### src/rtl/eco32f_div_seq.sv
// Sequential 32-bit integer divider for the ECO32F execute stage.
// It handles div/divu/rem/remu with one restoring-division step per cycle
// and stalls the pipeline while an operation is in flight.
module eco32f_div_seq (
    input  logic        clk,
    input  logic        rst,
    input  logic        ex_op_div,
    input  logic        ex_op_rem,
    input  logic        ex_signed_div,
    input  logic        ex_flush,
    input  logic [31:0] div_op_a,
    input  logic [31:0] div_op_b,
    output logic        div_stall,
    output logic        div_done,
    output logic [31:0] div_result,
    output logic        div_exc_zero
);

    typedef enum logic [1:0] {IDLE, CALC, FIXUP, DONE} state_t;

    state_t      state;
    logic [4:0]  count;
    logic [31:0] quo;
    logic [31:0] rem;
    logic [31:0] dvsr;
    logic        op_rem;
    logic        neg_quo;
    logic        neg_rem;

    logic        req;
    logic [31:0] mag_a;
    logic [31:0] mag_b;
    logic [32:0] trial_shift;
    logic [32:0] trial_diff;
    logic [31:0] fix_quo;
    logic [31:0] fix_rem;

    // A flushed instruction never counts as a request.
    assign req = (ex_op_div | ex_op_rem) & ~ex_flush;

    // Signed operations divide magnitudes; signs are reapplied in FIXUP.
    assign mag_a = (ex_signed_div & div_op_a[31]) ? (~div_op_a + 32'd1) : div_op_a;
    assign mag_b = (ex_signed_div & div_op_b[31]) ? (~div_op_b + 32'd1) : div_op_b;

    // Restoring step: shift the next dividend bit into the partial
    // remainder, then trial-subtract the divisor; bit 32 is the borrow.
    assign trial_shift = {rem, quo[31]};
    assign trial_diff  = trial_shift - {1'b0, dvsr};

    // Sign correction of the unsigned quotient and remainder.
    assign fix_quo = neg_quo ? (~quo + 32'd1) : quo;
    assign fix_rem = neg_rem ? (~rem + 32'd1) : rem;

    // Hold the pipeline from the requesting cycle until the result is ready;
    // forced low while reset is asserted.
    assign div_stall = rst & ((req & (state != DONE)) | (state == CALC) | (state == FIXUP));

    // Division FSM with registered result and done/exception pulses.
    always_ff @(posedge clk or negedge rst) begin
        if (!rst) begin
            state        <= IDLE;
            count        <= 5'd0;
            quo          <= 32'd0;
            rem          <= 32'd0;
            dvsr         <= 32'd0;
            op_rem       <= 1'b0;
            neg_quo      <= 1'b0;
            neg_rem      <= 1'b0;
            div_done     <= 1'b0;
            div_exc_zero <= 1'b0;
            div_result   <= 32'd0;
        end else begin
            div_done     <= 1'b0;
            div_exc_zero <= 1'b0;
            case (state)
                IDLE: begin
                    if (req) begin
                        op_rem  <= ex_op_rem;
                        neg_quo <= ex_signed_div & (div_op_a[31] ^ div_op_b[31]);
                        neg_rem <= ex_signed_div & div_op_a[31];
                        quo     <= mag_a;
                        rem     <= 32'd0;
                        dvsr    <= mag_b;
                        count   <= 5'd0;
                        if (div_op_b == 32'd0) begin
                            state        <= DONE;
                            div_done     <= 1'b1;
                            div_exc_zero <= 1'b1;
                            div_result   <= 32'd0;
                        end else begin
                            state <= CALC;
                        end
                    end
                end
                CALC: begin
                    if (ex_flush) begin
                        state <= IDLE;
                        count <= 5'd0;
                    end else begin
                        if (!trial_diff[32]) begin
                            rem <= trial_diff[31:0];
                            quo <= {quo[30:0], 1'b1};
                        end else begin
                            rem <= trial_shift[31:0];
                            quo <= {quo[30:0], 1'b0};
                        end
                        count <= count + 5'd1;
                        if (count == 5'd31) begin
                            state <= FIXUP;
                        end
                    end
                end
                FIXUP: begin
                    if (ex_flush) begin
                        state <= IDLE;
                    end else begin
                        quo        <= fix_quo;
                        rem        <= fix_rem;
                        div_result <= op_rem ? fix_rem : fix_quo;
                        div_done   <= 1'b1;
                        state      <= DONE;
                    end
                end
                DONE: begin
                    state <= IDLE;
                end
                default: begin
                    state <= IDLE;
                end
            endcase
        end
    end

endmodule
### config.mk
export PLATFORM = sky130hd
export DESIGN_NAME = eco32f_div_seq
export DESIGN_NICKNAME = d
export VERILOG_FILES = /design/src/rtl/eco32f_div_seq.sv
export SDC_FILE = /design/constraint.sdc
export NUM_CORES = 1
export LEC_CHECK = 0
export CAP_MARGIN = 20
export CORE_ASPECT_RATIO = 1.5
export CORE_UTILIZATION = 35
export DETAILED_ROUTE_END_ITERATION = 12
export GPL_ROUTABILITY_DRIVEN = 0
export HOLD_SLACK_MARGIN = 0.1
export PLACE_DENSITY = 0.57
export SLEW_MARGIN = 0
export SYNTH_ARGS = -nofsm -noshare
export SYNTH_HDL_FRONTEND = slang
export SYNTH_SLANG_ARGS = --single-unit
### constraint.sdc
create_clock -name clk -period 7.2 [get_ports clk]
set_clock_uncertainty 0.1 [all_clocks]
set_input_delay 1.08 -clock clk [delete_from_list [all_inputs] [get_ports clk]]
set_output_delay 1.08 -clock clk [all_outputs]
set_load 0.02 [all_outputs]
Word-level counts from Yosys, hierarchy flattened. Index checks and enable logic that the tools add are counted.

Register bits: 140. Input bits: 70. Output and inout port bits: 35. Logic and storage cells: 85.

$add $sub $neg: 6. Eq/ne operators: 10. Muxes and demuxes: 33. Bitwise gates (word level): 15. Reductions and logical operators: 10.

Operators by type and width (count): $mux W32 (15); $pmux W32 S3 (2); $add A32 B1 Y32 const B (4); $not A32 Y32 (4); $pmux W32 S2 (1); $sub A33 B32 Y33 (1); $logic_not A32 Y1 (1); $mux W2 (5); $mux W5 (2); $ne A2 B2 Y1 const B (5); $pmux W5 S2 (1); $pmux W2 S4 (1); $reduce_and A4 Y1 (2); $and A1 B1 Y1 (6); $reduce_and A2 Y1 (3); $add A5 B1 Y5 const B (1); $eq A5 B5 Y1 const B (1); $mux W1 (5); $eq A2 B2 Y1 const B (2); $reduce_bool A2 Y1 (2); $ne A3 B2 Y1 const B (1); $or A1 B1 Y1 (3); $reduce_bool A3 Y1 (1); $eq A2 B1 Y1 const B (1); other kinds (4) (4).

Depth between registers and ports, before layout.
Word-level depth: 6. Mapped depth: 13.

Worst setup path after synthesis. Ideal clock, no wire load.

Path type: in2reg. From: in div_op_b[0]. To: reg div_result[10]. Library setup time: 134 ps. Data arrival time: 4010 ps. Required time: 6966 ps. Slack: 2956 ps. Stages on the path: 13. Path buffers: 2. Cells stage by stage: inv_1 -> ha_1 -> or4b_4 -> nor4_4 -> nand2_1 -> or4_4 -> or4b_4 -> or2_4 -> o2bb2ai_2 -> buf_6 -> clkbuf_1 -> nand2_1 -> o21ai_0.

Cells in the longest elaborated chain, start to end: 3.

RTL lines: from (decl) (line 12) `input logic [31:0] div_op_b,`; $logic_not A32 Y1 (line 85) `if (div_op_b == 32'd0) begin`; $ne A2 B2 Y1 (no source line); $reduce_and A4 Y1 (no source line); to (signal assigned) (line 119) `div_result <= op_rem ? fix_rem : fix_quo;`; to (decl) (line 15) `output logic [31:0] div_result,`.

Every way passes these cells. A chain may end at the register's enable or synchronous reset.

Worst setup path in the final report.
From: in div_op_b[0]. To: reg div_result[5].

Same word-level chain as after synthesis.

==> results by group <==
Global route
  – Total track usage: 22.6%
  – Vias in the first global route: 10600
  – Gr ovfl total: 0
  – Largest net degree at the start of global routing: 59
  – Initial antenna violation count: 0
  – First-pass GRT wire length: 57.9 mm

Clock tree
  – Post-CTS Resized: 0
  – Setup bufs post-CTS: 0
  – CTS Buffer Depth: 2
  – CTS tree: yes
  – Post-CTS Hold Fix Bufs: 0
  – Clock Sinks: 140
  – Clock Tree Root: clkbuf_16
  – Clk_lat worst skew: 440 ps
  – H-tree Lvls: 4
  – Clk slew on worst S/H paths: 70 ps
  – Num CTS Buffers: 17

Final layout
  – Ant. Diodes: 0
  – Finished Cell Area: 13300 µm²
  – Multi-input logic area: 7230 µm²
  – Area Overhead vs Synth: 18.1%
  – FF/Latch Area: 3500 µm²
  – Final net count: 1612
  – Share of layout cells above drive strength 1: 5.16%
  – # fillers: 3259

Routing
  – Via density per instance: 5.69
  – Routed WL per cell: 19.1 µm
  – WL final: 36.7 mm
  – DR iter-0 viols: 715
  – First drt pass iteration count: 5
  – Post-route ant nets: 0
  – DRC: 0
  – Total number of vias: 10900

Placed design
  – Placement Setup Slack: 1850 ps
  – Placed cell areas: 12600 µm²
  – Dpl hpwl: 28.1 mm
  – Number of port buffers: 104

Timing
  – Hold Violations, Final: 0
  – RSZ-0062 raised after global routing: no
  – Least-Margin Pin Slew: 1060 ps
  – Final TNS setup: 0 ps
  – Max transition margin: 29.2%
  – Period utilization: 65.4%
  – Final Worst Setup Slack: 2490 ps
  – Post-layout min period: 4710 ps
  – Endpoints failing setup: 0
  – FMAX: 0.212 GHz
  – Max-slew violations: 0

Synthesis
  – Main flop type after synthesis: dfrtp_1
  – Post-synth net total: 1556
  – Synth warn: 0
  – Most frequent cell after synthesis: nand2_1
  – EDFF count, synth: 0
  – Seq cells post-synth: 140
  – Syn Area/Cell: 7.80 µm²
  – Post-synthesis sequential area ratio: 31.1%
  – Mapped cell area: 11300 µm²
  – Leading area contributor after synthesis: dfrtp_1
  – Ys async rst share: 100%
  – Leading post-synthesis cells by instance count: 200 x nand2_1, 170 x o21ai_0, 140 x dfrtp_1
  – Mapped Cells: 1443
  – Top post-synthesis cells by area: dfrtp_1 31%, o21ai_0 7.6%, nand2_1 6.7%, xnor2_1 6.1%, xor2_1 4.7%
  – Synth cell types: 68
  – Area share of the largest cell type after synthesis: 31.1%

Critical path
  – Crit path DAT: 4990 ps
  – Crit start category: input pin
  – Crit end category: flip-flop
  – Required time of the worst setup path: 7480 ps
  – Crit Path Max Fanout: 43
  – Crit path kind: input pin to flip-flop

Floorplan
  – Placement row count: 80
  – Core region area: 31700 µm²
  – Die width: 148 µm
  – Initial Utilization: 35.5%
  – Boundary pin count: 105
  – Die footprint: 32900 µm²
  – Die height: 222 µm

Pwr
  – Pwr dens: 507 nW/µm²
  – Peak VDD IR: 0.251 mV
  – P_leak: 5.45 nW

Flow run
  – MaxCap Viol Count: 0

Status
  – Run status: finished clean

Worst hold path
  – Hold/Removal Path Class: flip-flop to flip-flop
-- kinds of logic (layout without fill, tap and decap cells) --
kind of cell               Yosys count  in the layout  synth area share, %
muxes                               16             16                 1.46
xor gates and xnor gates           139            139                 10.8
AOI/OAI and AO/OA                  489            489                 27.3
buffers and inverters              143            212                 4.86
and+or+nand+nor                    473            473                 19.6
DFF                                140            140                 31.1
adders and majority gates           43             43                 4.85
-- power breakdown --
group,switching (mW),total (mW),internal (mW)
Sequential,0.416,1.54,1.12
Combinational,2.64,4.23,1.59
Clock,0.373,0.963,0.590
-- cell type report --
class	instances	share of cell area [%]
flip-flops and latches	140	26.4
inverters	58	1.64
multi-input cells	1160	54.4
clock buffers	18	3.30
clock inverters	14	1.46
repair buffers	122	8.95
well taps	410	3.86
-- cell usage in the layout, fill, tap and decap left out, types with 30 or more instances in the layout --
cell type | netlist | routed
o31ai_1 | 30 | 30
clkdlybuf4s50_1 | 0 | 103
a21oi_1 | 100 | 100
nor2_1 | 103 | 103
dfrtp_1 | 140 | 140
nor3_1 | 32 | 32
ha_1 | 42 | 42
xor2_1 | 61 | 61
inv_1 | 57 | 57
nand2_1 | 200 | 200
o21ai_0 | 170 | 170
xnor2_1 | 78 | 78
nand3_1 | 37 | 37
-- per-layer routing --
| metal | share of wire [%] | GRT usage [%] |
|---|---|---|
| met5 | 0 | 0 |
| met4 | 4.7 | 11.3 |
| met3 | 3.6 | 2.92 |
| met2 | 50 | 39.9 |
| met1 | 41 | 26.4 |
-- worst max-delay path, stage by stage --
cell and delay [ps]:
clkdlybuf4s50_1 450, inv_1 80, ha_1 190, or4b_4 530, nor4_4 390, nand2_1 110
or4_4 470, or4b_4 580, or2_4 270, o2bb2ai_4 240, buf_12 240, a221oi_1 230
a21o_1 120
-- state kept, by name (all words and copies together), names as in the netlist, 2 cells and up --
register	cells
count	5
rem	32
div_result	32
state	2
dvsr	32
quo	32
-- through the flow --
stage / hold slack (ps) / util [%] / cells / total power [mW]
final: 379 / 41.9 / 1922 / 6.73
after global routing: 407 / 41.9 / 1922 / 7.26
after CTS: 384 / 41.8 / 1921 / 6.71
after detailed placement: 370 / 39.8 / 1889 / 5.73
after global placement: 362 / 39.8 / 1889 / 5.66
after floorplan: 350 / - / 1443 / 4.42
-- path summary, 6_finish.rpt --
kind | start | end | slack, ps | depth (start not counted)
max | div_op_b[0] | div_result[5] | 2490 | 13
min | div_result[8] | div_result[8] | 380 | 2
max reg2reg | quo[31] | rem[14] | 2920 | 14
min reg2reg | div_result[8] | div_result[8] | 380 | 2
max in group asynchronous | rst | dvsr[4] | 4700 | 3
min in group asynchronous | rst | div_result[12] | 410 | 1
(Power assumes the default switching activity.)
==> patch (config.mk and constraints unchanged) <==
Re-encode `state_t` (4 states) as one-hot, 4 bits wide.
--- a/src/rtl/eco32f_div_seq.sv
+++ b/src/rtl/eco32f_div_seq.sv
@@ -16,7 +16,7 @@
     output logic        div_exc_zero
 );
 
-    typedef enum logic [1:0] {IDLE, CALC, FIXUP, DONE} state_t;
+    typedef enum logic [3:0] {IDLE = 4'b0001, CALC = 4'b0010, FIXUP = 4'b0100, DONE = 4'b1000} state_t;
 
     state_t      state;
     logic [4:0]  count;
Check against the original RTL: no difference found for any inputs over 10 cycles, from zero or initial values and one cycle with rst low; not proved beyond that.
==> patch against the unedited design <==
Utilization increased by 0.24 points; routed wire length decreased by 12%; design area decreased by 1.3%; die area decreased by 1.1%; global-route usage decreased by 2.2 points; worst setup slack improved by 0.40 ns; synthesized area decreased by 1.1%; via count decreased by 6.4%; sequential cell count increased by 2; largest cell class unchanged.
Power is not compared: it rests on default switching activity, and its combinational part moved more than twofold at a synthesized area within 25%.
==> patch: results (changes against the unedited design) <==
first-pass GRT wire length=52800 um (-8.8%); DP HPWL=24000 um (-14%); port bufs=104 (unchanged); outcome=finished clean; Post-synth ARST share=100% (unchanged); WL final=32400 um (-12%); VDD IR max=141 uV; vias per cell=5.51 (-3.1%); Critical Path AT=4.53 ns (-0.46 ns); largest net degree at the start of global routing=82 (+39%); syn avg cell area=7.98 um2 (+2.3%); maximum fanout along the worst path=31 (-28%); layout cells sized above 1=4.48% (-0.68 points); post-synthesis sequential area ratio=31.9% (+0.82 points); vias in the first global route=10200 (-4.1%); Fill cells=3138 (-3.7%); Nets=1548 (-4.0%); post-cts gate resize count=0 (unchanged); Leakage=approximately 5.4 nW; worst slew pin tran=1.04 ns (-0.0264 ns); most common cell in the netlist=nand2_1; Synth Warn #=0 (unchanged); CTS buffer count=17 (unchanged); H-tree depth=4 (unchanged); Internal Power=0.00212 W; hold path depth=2 (unchanged); postcts setup bufs=0 (unchanged); Clock Latency Late Sink=0.43 ns; DRT Pass-1 Iters=6 (+1); Remaining DRCs=0 (unchanged); synth unique cells=76 (+12%); Reg2Reg Depth=13 (-1); leading cell types by count after synthesis=178 x nand2_1, 143 x o21ai_0, 141 x dfrtp_1; number of diodes=0 (unchanged); DR iter-0 viols=724 (+1.3%); Setup Total Neg Slack=0 ns (unchanged); Area contributors post-synth=dfrtp_1 32%, o21ai_0 6.4%, nand2_1 6.0%; Post-Layout Cell Count=1857 (-3.4%); dpl cells=1824 (-3.4%); Total GRT Usage=20.4% (-2.2 points)
patch: changes by cell type in the layout (fill, tap and decap cells not counted), moves of 10 or more:
cell,delta
a221oi_1,-13
o211ai_1,-10
o21ai_0,-27
xor2_1,+14
nand3_1,-18
nand2_1,-22
nor2_1,+10
mux2i_1,+10
patch: power by group through the flow:
stage	Combinational [W]	Sequential [W]	Clock, W
floorplan	0.00106	0.00106	0
global placement	0.00135	0.00114	0
detailed placement	0.00136	0.00114	0
CTS	0.00137	0.00113	0.00102
global route	0.00155	0.00115	0.00105
finish	0.00139	0.00113	0.00100
patch: path summary, 6_finish.rpt:
kind                                              end                 start  slack [ns]
setup / recovery           div_result[26]$_DFFE_PN0P_           div_op_b[7]        2.89
hold / removal                   dvsr[17]$_DFFE_PN0P_  dvsr[17]$_DFFE_PN0P_        0.38
setup reg to reg                  rem[19]$_DFFE_PN0P_   quo[31]$_DFFE_PN0P_        2.97
hold reg to reg                  dvsr[17]$_DFFE_PN0P_  dvsr[17]$_DFFE_PN0P_        0.38
max in group asynchronous        dvsr[28]$_DFFE_PN0P_                   rst        5.03
min in group asynchronous          rem[7]$_DFFE_PN0P_                   rst        0.57
patch: critical path: stages:
cell             delay, ns
clkdlybuf4s50_1       0.49
or4_1                 0.62
nor4_1                0.32
and2b_1               0.33
nand3_1               0.18
nor3_1                0.50
nand2_1               0.21
inv_1                 0.12
nor2_2                0.04
buf_4                 0.26
a221o_1               0.38
patch: cell families after synthesis:
logic type / share of synthesized area (%)
and+or+nand+nor: 18.8
DFF: 31.9
adders and majority gates: 4.45
muxes: 2.17
buffers and inverters: 5.07
AOI/OAI and AO/OA: 26.0
xor gates and xnor gates: 11.6
patch: cell type report:
type | count | area share (%)
sequential | 142 | 27.1
tap | 405 | 3.86
inverter | 55 | 1.57
timing repair buffer | 116 | 8.69
multi-input combinational | 1107 | 53.7
clock buffer | 17 | 3.24
clock inverter | 15 | 1.79
patch: stage by stage:
step | area (um2) | worst slack (ns)
after floorplan | 11100 | 3.76
after global routing | 13100 | 2.63
after CTS | 13100 | 2.92
after global placement | 12400 | 2.54
after detailed placement | 12400 | 2.46
final | 13100 | 2.89
patch: layer usage:
layer | track usage (%) | part of all wire, %
met3 | 2.16 | 4.3
met2 | 36.7 | 50
met1 | 25.2 | 44
met5 | 0 | 0
met4 | 7.29 | 2.1
